===== src/rtl/instruction_write_arbiter.sv =====
// Round-robin arbiter sharing the instruction FIFO write port (dataA/dataB)
// among N_REQ sources. Each source raises a start level; the rising edge
// latches its instruction words, and every grant produces exactly one
// single-cycle FIFO write, spaced at least three clocks apart.
module instruction_write_arbiter #(
    parameter int N_REQ  = 2,
    parameter int DATA_W = 32
) (
    input  logic                    clk,
    input  logic                    reset,
    input  logic [N_REQ-1:0]        req_start,
    input  logic [N_REQ*DATA_W-1:0] req_dataA,
    input  logic [N_REQ*DATA_W-1:0] req_dataB,
    input  logic                    overrun_clr,
    input  logic                    wrfull,
    output logic                    fifo_wrreq,
    output logic [DATA_W-1:0]       fifo_dataA,
    output logic [DATA_W-1:0]       fifo_dataB,
    output logic [N_REQ-1:0]        req_done,
    output logic [N_REQ-1:0]        req_pending,
    output logic [N_REQ-1:0]        req_overrun
);

    localparam int PTR_W = (N_REQ > 1) ? $clog2(N_REQ) : 1;

    typedef enum logic [1:0] {
        IDLE   = 2'd0,
        ISSUE  = 2'd1,
        SETTLE = 2'd2
    } state_t;

    state_t             state_q;
    logic [PTR_W-1:0]   ptr_q;
    logic [PTR_W-1:0]   grant_q;
    logic [PTR_W-1:0]   ptr_d;
    logic               fifo_wrreq_q;
    logic [DATA_W-1:0]  fifo_dataA_q;
    logic [DATA_W-1:0]  fifo_dataB_q;
    logic [N_REQ-1:0]   req_done_q;

    logic [N_REQ-1:0]   start_q;
    logic [N_REQ-1:0]   pending_q;
    logic [N_REQ-1:0]   pending_d;
    logic [N_REQ-1:0]   overrun_q;
    logic [N_REQ-1:0]   overrun_d;
    logic [N_REQ-1:0]   rise;
    logic [N_REQ-1:0]   issue_clr;
    logic [N_REQ-1:0]   capture;

    logic [DATA_W-1:0]  hold_a_q [N_REQ];
    logic [DATA_W-1:0]  hold_b_q [N_REQ];

    logic               grant_found;
    logic [PTR_W-1:0]   grant_idx;

    // Request bookkeeping: edge detect, pending set/clear, sticky overrun.
    always_comb begin
        // NOTE: every always_comb output gets a default first, so no path can
        // leave a signal unassigned and infer a latch.
        rise      = req_start & ~start_q;
        issue_clr = '0;
        if (state_q == ISSUE) begin
            issue_clr[grant_q] = 1'b1;
        end
        // A rise in the same cycle the pending bit is retired re-arms it.
        capture   = rise & ~(pending_q & ~issue_clr);
        pending_d = (pending_q & ~issue_clr) | rise;
        overrun_d = overrun_clr ? '0 : overrun_q;
        overrun_d = overrun_d | (rise & pending_q & ~issue_clr);
    end

    // Round-robin pick: first pending index at or after the pointer.
    always_comb begin : grant_scan
        int sum;
        grant_found = 1'b0;
        grant_idx   = '0;
        for (int k = 0; k < N_REQ; k++) begin
            sum = int'(ptr_q) + k;
            if (sum >= N_REQ) begin
                sum = sum - N_REQ;
            end
            if (!grant_found && pending_q[PTR_W'(sum)]) begin
                grant_found = 1'b1;
                grant_idx   = PTR_W'(sum);
            end
        end
    end

    // Pointer advances to the requester after the one just served.
    always_comb begin
        ptr_d = (grant_q == PTR_W'(N_REQ - 1)) ? '0 : grant_q + 1'b1;
    end

    // Start history, pending and overrun registers.
    always_ff @(posedge clk) begin
        // NOTE: state is updated with non-blocking assignments so every
        // register samples pre-edge values regardless of statement order.
        if (!reset) begin
            start_q   <= '1;
            pending_q <= '0;
            overrun_q <= '0;
        end else begin
            start_q   <= req_start;
            pending_q <= pending_d;
            overrun_q <= overrun_d;
        end
    end

    // Instruction holding registers, loaded on an accepted rise.
    always_ff @(posedge clk) begin
        // NOTE: the holding array has no reset; it is only read while its
        // pending bit is set, and that bit is always cleared by reset.
        for (int i = 0; i < N_REQ; i++) begin
            if (capture[i]) begin
                hold_a_q[i] <= req_dataA[i*DATA_W +: DATA_W];
                hold_b_q[i] <= req_dataB[i*DATA_W +: DATA_W];
            end
        end
    end

    // Grant FSM with registered FIFO write outputs.
    always_ff @(posedge clk) begin
        if (!reset) begin
            state_q      <= IDLE;
            ptr_q        <= '0;
            grant_q      <= '0;
            fifo_wrreq_q <= 1'b0;
            fifo_dataA_q <= '0;
            fifo_dataB_q <= '0;
            req_done_q   <= '0;
        end else begin
            fifo_wrreq_q <= 1'b0;
            req_done_q   <= '0;
            case (state_q)
                IDLE: begin
                    if (!wrfull && grant_found) begin
                        grant_q      <= grant_idx;
                        fifo_dataA_q <= hold_a_q[grant_idx];
                        fifo_dataB_q <= hold_b_q[grant_idx];
                        fifo_wrreq_q <= 1'b1;
                        req_done_q   <= N_REQ'(1) << grant_idx;
                        state_q      <= ISSUE;
                    end
                end
                // The write is already on the bus; full is not re-checked.
                ISSUE: begin
                    ptr_q   <= ptr_d;
                    state_q <= SETTLE;
                end
                // Gives the FIFO a cycle to update its full flag.
                SETTLE: begin
                    state_q <= IDLE;
                end
                default: begin
                    state_q <= IDLE;
                end
            endcase
        end
    end

    assign fifo_wrreq  = fifo_wrreq_q;
    assign fifo_dataA  = fifo_dataA_q;
    assign fifo_dataB  = fifo_dataB_q;
    assign req_done    = req_done_q;
    assign req_pending = pending_q;
    assign req_overrun = overrun_q;

endmodule


===== config.mk =====
export PLATFORM = sky130hd
export DESIGN_NAME = instruction_write_arbiter
export DESIGN_NICKNAME = d
export VERILOG_FILES = /design/src/rtl/instruction_write_arbiter.sv
export SDC_FILE = /design/constraint.sdc
export NUM_CORES = 1
export LEC_CHECK = 0
export BUFFER_PORTS_ARGS = -buffer_cell sky130_fd_sc_hd__buf_2
export CAP_MARGIN = 40
export CORE_MARGIN = 5
export CORE_UTILIZATION = 45
export DETAILED_ROUTE_END_ITERATION = 8
export PLACE_DENSITY = 0.79
export RECOVER_POWER = 100
export SLEW_MARGIN = 20
export SYNTH_ARGS = -nofsm -noshare
export SYNTH_HDL_FRONTEND = slang
export SYNTH_SLANG_ARGS = --single-unit

===== constraint.sdc =====
create_clock -name clk -period 5.49 [get_ports clk]
set_input_delay 0.549 -clock clk [delete_from_list [all_inputs] [get_ports clk]]
set_output_delay 0.549 -clock clk [all_outputs]
set_load 0.03 [all_outputs]

Word level (Yosys, flattened, before mapping) --
Memories as Yosys holds them, arrays and structs flattened. A register that Yosys moved wholly into a read port is not among the register bits. Index checks and enable logic that the tools add are counted.
Word-level totals: memories kept 2, output and inout bits 71, RAM bits 128, input port bits 134, register bits 13, word-level logic and storage cells 66
Operators by class: add/sub/neg operators 4, shift-type cells 1, order comparisons 6, equal/unequal tests 2, muxes and demuxes 22, reductions and logical operators 11, bitwise operators 10
Memories:
- hold_a_q | words 2, width 32, read ports 1, clocked after memory_dff 1, write ports 2, RTL line 50 | logic [DATA_W-1:0] hold_a_q [N_REQ];
- hold_b_q | words 2, width 32, read ports 1, clocked after memory_dff 1, write ports 2, RTL line 51 | logic [DATA_W-1:0] hold_b_q [N_REQ];
Operators with widths (count):
- $mux W1 | 17
- $and A2 B2 Y2 | 5
- $lt A1 B3 Y1 const B | 2
- $mux W2 | 3
- $not A2 Y2 | 3
- $logic_not A1 Y1 | 4
- $or A2 B2 Y2 | 2
- $pmux W2 S2 | 1
- $reduce_and A2 Y1 | 2
- $logic_and A1 B1 Y1 | 3
- $reduce_and A3 Y1 | 1
- $add A1 B1 Y2 const B | 1
- $eq A2 B1 Y1 const B | 1
- $ge A1 B2 Y1 const B | 1
- $ge A2 B2 Y1 const B | 1
- $logic_not A2 Y1 | 1
- $lt A1 B2 Y1 const B | 1
- $ne A2 B2 Y1 const B | 1
- $shl A1 B1 Y2 const A | 1
- $sub A1 B1 Y1 const B | 2
- $add A1 B1 Y1 const B | 1
- $demux W1 S1 | 1
- $ge A1 B1 Y1 const B | 1

Longest topological paths before layout --
depth after elaboration 12, gate-level depth with buffers 6, depth with buffers taken out 3

Worst setup path before layout --
OpenSTA, ideal clock, no wires.
kind reg-to-reg, start reg state_q[0], end mem hold_a_q[0][0], enable pin, path buffers 0, data arrival time 3957 ps, clock period less this slack 4464 ps, cell stages (with the launch flop) 3, required time 4983 ps, setup time 507 ps, setup slack 1026 ps, cells stage by stage dfxtp_1 or3b_2 a21oi_1
RTL lines:
- start, declared | RTL line 32 | state_t state_q;
- start signal, assigned | RTL line 124 | state_q <= IDLE;
- start signal, assigned | RTL line 142 | state_q <= ISSUE;
- start signal, assigned | RTL line 148 | state_q <= SETTLE;
- end, declared | RTL line 50

Final worst setup path --
start reg pending_q[0] (netlist: req_pending[0]), end reg fifo_dataB_q[16] (netlist: fifo_dataB[16]) (read register of hold_b_q)
Between the ends: cells in the longest elaborated chain, start to end 8, elaborated cells between the ends (all ways) 12, classes of those cells 8 x mux; 4 x reduce/logical
Ends and longest elaborated chain:
- start, declared | RTL line 42 | logic [N_REQ-1:0] pending_q;
- start signal, assigned | RTL line 104 | pending_q <= pending_d;
- $mux W1 (implied by the code) (2 in series) | RTL line 82 | if (!grant_found && pending_q[PTR_W'(sum)]) begin
- $mux W1 | RTL line 82
- $logic_not A1 Y1 | RTL line 82
- $logic_and A1 B1 Y1 | RTL line 82
- $mux W1 | RTL line 82
- $logic_and A1 B1 Y1 | RTL line 136 | if (!wrfull && grant_found) begin
- $reduce_and A2 Y1 (no source line)
- end, declared | RTL line 38 | logic [DATA_W-1:0] fifo_dataB_q;
Several ways; a longest one is shown, not always the timed one. The select of a mux whose other input is x is not followed. A chain may end at the register's enable or synchronous reset.

==> summary.md <==
| Metric | Value |
|---|---|
| Outcome | complete, but fails checks |
| Failing checks | max-capacitance violations, max-slew violations |
| Placed Area | 0.00809 mm^2 |
| Die area | 0.0179 mm^2 |
| RSZ-0062 raised after global routing | no |
| Worst-path cell chain | nor4b_1 > nor2_4 > clkbuf_1 > o2bb2ai_1 |
| Hold Path Class | in2reg |
| Worst Setup Start Kind | flip-flop |
| Final setup viols | 0 |
| Drt wl/cell | 18.1 um |
| Seq/Total Area, Yosys | 78.2% |
| Crit end category | flip-flop |
| # DRC | 0 |
| Max incr delay on CP | 2310 ps |
| PD cells | 363 mW/mm^2 |
| Clock Latency Late Sink | 470 ps |
| Pins Over Slew Limit | 123 |
| Worst-path clk slew | 60 ps |
| 1st-iter DRT viols | 190 |
| Reg-to-reg startpoint | req_pending[0]$_SDFF_PN0_ |
| Die height | 134 um |
| Num rows | 45 |
| Yosys warning count | 0 |
| Setup bufs post-CTS | 0 |
| Hold Vio Cnt, Final | 0 |
| Crit-path max FO | 65 |
| Most frequent cells in the layout | edfxtp_1, buf_2, clkbuf_1 |
| Netlist cell types | 23 |
| Routed Antenna Nets | 0 |
| Final worst-path cycle share | 61.7% |
| Nets@finish | 729 |
| # hold bufs at CTS | 0 |
| Reg2Reg Setup Slack | 2100 ps |
| Leakage power | 3.53 nW |
| Most common cell after layout, fill and taps aside | edfxtp_1 |
| Total routed wirelength | 14.4 mm |
| Via/cell ratio | 5.09 |
| Worst-Margin Slew | 3280 ps |
| CTS sink count | 205 |
| Post-synthesis cell count | 385 |
| Io pins | 205 |
| Setup slack at placement | 3310 ps |
| Vias in the first global route | 4,282 |
| Minimum clock period | 3390 ps |
| Root Driver | clkbuf_16 |
| Fmax | 0.295 GHz |
| First-pass GRT wire length | 22.1 mm |
| GP Congestion | 0.746 |
| Area delta synth->final | 25.4% |
| Total GRT Usage | 15.5% |
| Final TNS setup | 0 ps |
| Critical path's slowest cell | clkbuf_1 |
| Die width | 134 um |
| PortBufs | 204 |
| Post-route setup slack | 2100 ps |
| Max cap viols | 3 |
| Slew headroom | -119% |
| Required @ worst endpoint | 5880 ps |
| Critical Path Source | req_pending[0]$_SDFF_PN0_ |
| CTS tree | done |
| Hold path start | req_dataB[38] |
| Peak VDD IR | 0.261 mV |
| Syn nets | 519 |
| Largest net degree at the start of global routing | 70 |
| Layout cells sized above 1 | 25.8% |
| Post-synthesis cell area | 0.00689 mm^2 |
| Mean Syn Cell Area | 17.9 um^2 |
| Total grt overflow | 0 |
| Core Area | 0.0151 mm^2 |
| First-pass DRT Iterations | 5 |
| WS Path Type | reg2reg |
| H-tree depth | 1 |
| Number of inserted diodes | 0 |
| Initial antenna violation count | 0 |
| Total CTS buffers | 21 |
| Crit path DAT | 3780 ps |
| DP Wirelength | 9.21 mm |
| Initial Utilization | 45.6% |
| Layout Skew | 4.81 ps |
| Register bit total from synthesis | 205 |
| CTS resizes | 0 |
| Clk buf depth | 3 |
| Via count | 4,054 |
| Final Instance Area | 0.00864 mm^2 |
sequential cells by signal (all words and copies together), names as in the netlist:
name	flops
fifo_dataA	32
fifo_dataB	32
fifo_wrreq	1
grant_q	1
hold_a_q	64
hold_b_q	64
ptr_q	1
req_done	2
req_overrun	2
req_pending	2
start_q	2
state_q	2
synth_stat cells (all sizes together):
| cell | n | share of area (%) |
|---|---|---|
| nor2b | 3 | 0.27 |
| nand2b | 4 | 0.36 |
| or3b | 1 | 0.13 |
| dfxtp | 77 | 22 |
| nor4b | 1 | 0.22 |
| a32o | 1 | 0.15 |
| nand3b | 1 | 0.11 |
| o31ai | 1 | 0.11 |
| nand2 | 3 | 0.16 |
| o21a | 1 | 0.11 |
| a21oi | 4 | 0.29 |
| edfxtp | 128 | 56 |
| o2bb2ai | 65 | 8.3 |
| mux2i | 64 | 9.3 |
| a21boi | 1 | 0.11 |
| nor2 | 3 | 0.16 |
| inv | 3 | 0.16 |
| buf | 16 | 1.4 |
| and2 | 1 | 0.091 |
| clkbuf | 7 | 0.40 |
per-stage QoR:
stage | hold slack [ps] | total power, mW | cells | util (%)
after floorplan | 433 | 1.80 | 385 | -
after global placement | 438 | 1.87 | 758 | 53.6
after detailed placement | 444 | 1.88 | 758 | 53.6
after CTS | 222 | 3.18 | 795 | 57.9
after global routing | 220 | 3.26 | 797 | 57.3
final | 246 | 3.14 | 797 | 57.3
cell type report:
class,instances,area [um^2]
Clock inverter,2,8.76
Clock buffer,35,628
Timing Repair Buffer,210,977
Inverter,3,11.3
Tap cell,188,235
Multi-Input combinational cell,154,1390
Sequential cell,205,5390
Fill cell,1213,6450
routing by layer:
metal	GRT usage (%)	vias up	wire (um)
met5	0	-	0
met4	5.03	0	339
met3	4.38	32	1160
met2	25.8	172	7060
met1	19.5	1932	5830
li1	-	1918	-
worst max-delay path: cells and delay by family (launching register included):
family | cells | cell delay (ps)
AOI/OAI and AO/OA | 1 | 240
DFF | 1 | 400
and+or+nand+nor | 2 | 330
buffers and inverters | 1 | 2310
power by group:
| group | leakage, nW | internal [mW] | switching (mW) |
|---|---|---|---|
| sequential | 1.80 | 1.68 | 0.0156 |
| combinational | 1.42 | 0.0546 | 0.0860 |
| clock | 0.311 | 0.774 | 0.523 |
| total | 3.53 | 2.51 | 0.625 |
kinds of logic (layout without fill, tap and decap cells):
logic type / after synthesis / after routing / synth area share [%]
buffers and inverters: 26 / 250 / 1.98
AOI/OAI and AO/OA: 73 / 73 / 9.03
DFF: 205 / 205 / 78.2
and+or+nand+nor: 17 / 17 / 1.51
muxes: 64 / 64 / 9.30
worst paths after layout:
| kind | cells past startpoint | endpoint |
|---|---|---|
| worst min-delay path | 1 | hold_b_q[1][6]$_DFFE_PP_ |
| worst max register to register | 4 | fifo_dataB[16]$_SDFFE_PN0P_ |
| worst max-delay path | 4 | fifo_dataB[16]$_SDFFE_PN0P_ |
| worst min register to register | 1 | fifo_dataA[12]$_SDFFE_PN0P_ |
No activity file was read; power rests on OpenSTA's default activity.
